## src/rtl/fwvip_wb_initiator_core.sv

```systemverilog
// Wishbone initiator: turns ready/valid requests into classic single-beat bus cycles
// and returns each result on a ready/valid response channel. A bus timeout forces an error.
module fwvip_wb_initiator_core #(
  parameter int ADDR_WIDTH     = 32,
  parameter int DATA_WIDTH     = 32,
  parameter int TIMEOUT_CYCLES = 256
) (
  input  logic                                      clock,
  input  logic                                      reset,
  input  logic [ADDR_WIDTH+DATA_WIDTH+DATA_WIDTH/8:0] req_dat,
  input  logic                                      req_valid,
  output logic                                      req_ready,
  output logic [DATA_WIDTH:0]                       rsp_dat,
  output logic                                      rsp_valid,
  input  logic                                      rsp_ready,
  output logic [ADDR_WIDTH-1:0]                     madr,
  output logic [DATA_WIDTH-1:0]                     mdat_w,
  input  logic [DATA_WIDTH-1:0]                     mdat_r,
  output logic                                      mwe,
  output logic                                      mstb,
  output logic [DATA_WIDTH/8-1:0]                   msel,
  input  logic                                      mack,
  input  logic                                      merr,
  output logic                                      mcyc
);

  localparam int SW = DATA_WIDTH / 8;
  localparam int CW = (TIMEOUT_CYCLES < 1) ? 1 : $clog2(TIMEOUT_CYCLES + 1);
  localparam logic [CW-1:0] CNT_LAST = (TIMEOUT_CYCLES == 0) ? '0 : CW'(TIMEOUT_CYCLES - 1);

  typedef enum logic [1:0] {IDLE, BUS, RSP} state_t;

  state_t                  state, state_n;
  logic [CW-1:0]           cnt, cnt_n;
  logic [ADDR_WIDTH-1:0]   madr_n;
  logic [DATA_WIDTH-1:0]   mdat_w_n;
  logic [SW-1:0]           msel_n;
  logic                    mwe_n, mcyc_n, mstb_n, rsp_valid_n;
  logic [DATA_WIDTH:0]     rsp_dat_n;

  assign req_ready = (state == IDLE) && reset;

  always_comb begin
    state_n     = state;
    cnt_n       = cnt;
    madr_n      = madr;
    mdat_w_n    = mdat_w;
    msel_n      = msel;
    mwe_n       = mwe;
    mcyc_n      = mcyc;
    mstb_n      = mstb;
    rsp_valid_n = rsp_valid;
    rsp_dat_n   = rsp_dat;
    case (state)
      IDLE: begin
        if (req_valid) begin
          {madr_n, mdat_w_n, msel_n, mwe_n} = req_dat;
          mcyc_n  = 1'b1;
          mstb_n  = 1'b1;
          cnt_n   = '0;
          state_n = BUS;
        end
      end
      BUS: begin
        // Error dominates a simultaneous ack; the timeout only fires when the target stays silent.
        if (mack || merr) begin
          mcyc_n      = 1'b0;
          mstb_n      = 1'b0;
          mwe_n       = 1'b0;
          rsp_dat_n   = {(merr ? {DATA_WIDTH{1'b0}} : mdat_r), merr};
          rsp_valid_n = 1'b1;
          state_n     = RSP;
        end else if ((TIMEOUT_CYCLES != 0) && (cnt == CNT_LAST)) begin
          mcyc_n      = 1'b0;
          mstb_n      = 1'b0;
          mwe_n       = 1'b0;
          rsp_dat_n   = {{DATA_WIDTH{1'b0}}, 1'b1};
          rsp_valid_n = 1'b1;
          state_n     = RSP;
        end else if (cnt != '1) begin
          cnt_n = cnt + 1'b1;
        end
      end
      RSP: begin
        if (rsp_ready) begin
          rsp_valid_n = 1'b0;
          state_n     = IDLE;
        end
      end
      default: state_n = IDLE;
    endcase
  end

  always_ff @(posedge clock) begin
    if (!reset) begin
      state     <= IDLE;
      cnt       <= '0;
      madr      <= '0;
      mdat_w    <= '0;
      msel      <= '0;
      mwe       <= 1'b0;
      mcyc      <= 1'b0;
      mstb      <= 1'b0;
      rsp_valid <= 1'b0;
      rsp_dat   <= '0;
    end else begin
      state     <= state_n;
      cnt       <= cnt_n;
      madr      <= madr_n;
      mdat_w    <= mdat_w_n;
      msel      <= msel_n;
      mwe       <= mwe_n;
      mcyc      <= mcyc_n;
      mstb      <= mstb_n;
      rsp_valid <= rsp_valid_n;
      rsp_dat   <= rsp_dat_n;
    end
  end

endmodule
```

## config.mk

```make
export PLATFORM = sky130hd
export DESIGN_NAME = fwvip_wb_initiator_core
export DESIGN_NICKNAME = d
export VERILOG_FILES = /design/src/rtl/fwvip_wb_initiator_core.sv
export SDC_FILE = /design/constraint.sdc
export NUM_CORES = 1
export LEC_CHECK = 0
export BUFFER_PORTS_ARGS = -buffer_cell sky130_fd_sc_hd__buf_2
export CORE_UTILIZATION = 30
export DETAILED_ROUTE_END_ITERATION = 10
export PLACE_DENSITY_LB_ADDON = 0.3
export SYNTH_ARGS = -nofsm -noshare
export SYNTH_HDL_FRONTEND = slang
export SYNTH_SLANG_ARGS = --single-unit
```

## constraint.sdc

```tcl
create_clock -name clock -period 2.3 [get_ports clock]
set_input_delay 0.23 -clock clock [delete_from_list [all_inputs] [get_ports clock]]
set_output_delay 0.23 -clock clock [all_outputs]
set_load 0.01 [all_outputs]
```

==> reports/results.txt <==
status: complete, no violations
initial antenna violation count: 0
hold path start: mdat_r[14]
post-synthesis cell type count: 42
Max Slew Vio Count: 0
core box area: 13,900 µm²
Comb power frac: 0.097
Die Y: 121 µm
Reg2Reg Launch Point: cnt[2]
Hold Crit Class: primary input to flip-flop
CTS hold repair buffers: 0
commonest non-fill, non-tap cell in the layout: buf_2
Clock Sinks: 115
Mapped Cells: 460
sequential cell area: 2300 µm²
share of total power in the clock network: 0.504
clock-pin slew on the worst setup and hold paths: 0.05 ns
Hold EP: rsp_dat[15]
CTS tree: yes
LEAKAGE: 0.00285 µW
Max transition margin: 0.538
die area: 14,700 µm²
Post-DP HPWL: 7420 µm
Avg Synthesized Cell Area: 9.29 µm²
first-pass GRT wire length: 17,200 µm
post-detailed-routing wire length: 11,100 µm
CP max-delay cell: dfxtp_1
Initial Util: 0.308
final hold vios: 0
largest net degree at the start of global routing: 83
Synth Flop Type: dfxtp_1
syn_nets: 570
# rows: 43
reg2reg setup slack: 0.19 ns
Diodes inserted: 0
Fmax: 473 MHz
Cell Area, Synth: 4270 µm²
number of enable flip-flop cells after synthesis: 0
crit path kind: flip-flop to flip-flop
gr usage total: 0.151
crit path buf inv count: 1
# setup viols final: 0
WL per Instance: 13.0 µm
commonest cells after routing, fill and taps aside: buf_2, nand2_1, dfxtp_1
area added between synthesis and finish: 43.4%
antenna viol nets, final: 0
CP Data Arrival Time: 2.42 ns
hold path depth: 2
Area after DPL: 5510 µm²
skew final: 0.0173 ns
H-tree levels: 4
family with the most delay on the worst path: simple AND/OR/NAND/NOR gates
initial drt markers: 164
post-route cell area: 6130 µm²
area of the multi-input gates: 1800 µm²
# DRC: 0
peak supply drop: 446 µV
Data required, critical path: 2.60 ns
IO buf count: 212
postcts setup bufs: 0
via count: 3,951
Tcrit/Tclk final: 0.919
TNS Setup: 0 ns
grt ovf: 0
crit start category: flip-flop
RSZ-0062 raised after global routing: no
share of cells above drive strength 1: 0.378
fin crit period: 2.11 ns
Yosys warnings: 0
gpl congestion: 0.766
FILL cells: 1,384
Maximum Capacitance Violations: 0
Seq/Total Area, Yosys: 0.539
Die Width: 121 µm
Final #Nets: 772
Psw: 1260 µW
Via density: 4.62
slowest stage delay, CP: 0.40 ns
CP cell instances: nand4_1, nor3_1, ha_1, or3_1, a21boi_2, buf_12, a22o_1
Sw Ratio: 0.235
cts bufs inserted: 17
Resize count post-CTS: 0
Max FO, Critical Path: 33
# IOs: 213
worst-case clock buffer depth: 2
root buffer cell: clkbuf_16
latest clock arrival within the worst-skew pair: 0.41 ns
first-pass iteration count of the detailed router: 4
#FFs+latches synth: 115
power density cells: 877 nW/µm²
Reg2Reg Depth: 7
Final Util: 0.442
Worst-Margin Slew: 0.683 ns
Setup crit end kind: flip-flop
FFs w/ async S/R, synth: 0
Reg power frac: 0.399
worst reg2reg endpoint: rsp_dat[20]
Int Pwr: 4120 µW
vias in the first global route: 3,689
## layer usage
layer	wire length, µm	track usage
met5	0	0
met2	5420	0.252
met3	830	0.0597
met1	4710	0.165
met4	161	0.0748
## registers in the layout, summed over array words and instances, names as in the netlist
register / flops
rsp_dat: 33
madr: 32
mdat_w: 32
cnt: 9
msel: 4
state: 2
mcyc: 1
mwe: 1
rsp_valid: 1
## power by group through the flow
| stage | clock (µW) | sequential [µW] | combinational, µW |
|---|---|---|---|
| after floorplan | 0 | 2230 | 231 |
| after global placement | 0 | 2180 | 519 |
| after detailed placement | 0 | 2190 | 530 |
| after CTS | 2800 | 2150 | 531 |
| after global routing | 2890 | 2160 | 584 |
| final | 2710 | 2150 | 523 |
## cell usage after synthesis (3+ instances only)
cell type  number  area (µm²)
a21boi_0       70         526
o21a_1          3        22.5
nand2_1       140         526
o211ai_1        4        30.0
nand3_1         6        30.0
a21boi_1        3        22.5
clkbuf_1       25        93.8
dfxtp_1       115        2300
ha_1            3        37.5
nand3b_1        3        22.5
buf_2           8        40.0
inv_1           7        26.3
mux2i_1         4        40.0
a22o_1         32         280
## worst reg2reg max path, delay by kind of cell (launching register included)
kind	cells	cell delay [ns]
AO/OA/AOI/OAI	2	0.37
adder cells (fa/ha/maj)	1	0.28
buffers and inverters	1	0.19
flip-flops	1	0.40
AND/OR/NAND/NOR	3	0.78
## area by class of cell
cell class / instances / area share
clock buffers: 21 / 0.0767
clock inverters: 11 / 0.0247
inverters: 7 / 0.00429
multi-input cells: 302 / 0.294
flip-flops and latches: 115 / 0.376
well taps: 180 / 0.0367
repair buffers: 219 / 0.188
## kinds of logic (layout without fill, tap and decap cells)
| family | after synthesis | count (layout) | synth area share |
|---|---|---|---|
| and+or+nand+nor | 175 | 175 | 0.181 |
| AOI/OAI and AO/OA | 120 | 120 | 0.219 |
| DFF | 115 | 115 | 0.539 |
| buffers and inverters | 43 | 258 | 0.0436 |
| muxes | 4 | 4 | 0.00937 |
| adders and majority gates | 3 | 3 | 0.00878 |
## how the worst max path moves through the flow
| stage | start | end | slack, ns | cells past startpoint |
|---|---|---|---|---|
| finish | cnt[2] | rsp_dat[20] | 0.19 | 7 |
| global route | cnt[2] | rsp_dat[5] | 0.01 | 7 |
| global placement | cnt[0] | cnt[2] | 0.26 | 7 |
| CTS | cnt[2] | rsp_dat[20] | 0.19 | 7 |
| floorplan | cnt[0] | cnt[2] | 0.35 | 8 |
| detailed placement | cnt[2] | rsp_dat[20] | 0.20 | 7 |
## stage by stage
stage	instances	setup WS, ns	total power [µW]	hold slack, ns
6_report	855	0.187	5380	0.0236
2_1_floorplan	460	0.348	2460	0.356
5_1_grt	855	0.0101	5630	0.00811
4_1_cts	855	0.186	5470	0.00340
3_3_place_gp	823	0.262	2700	0.440
3_5_place_dp	823	0.195	2720	0.443
Power figures use the tool's default switching activity.
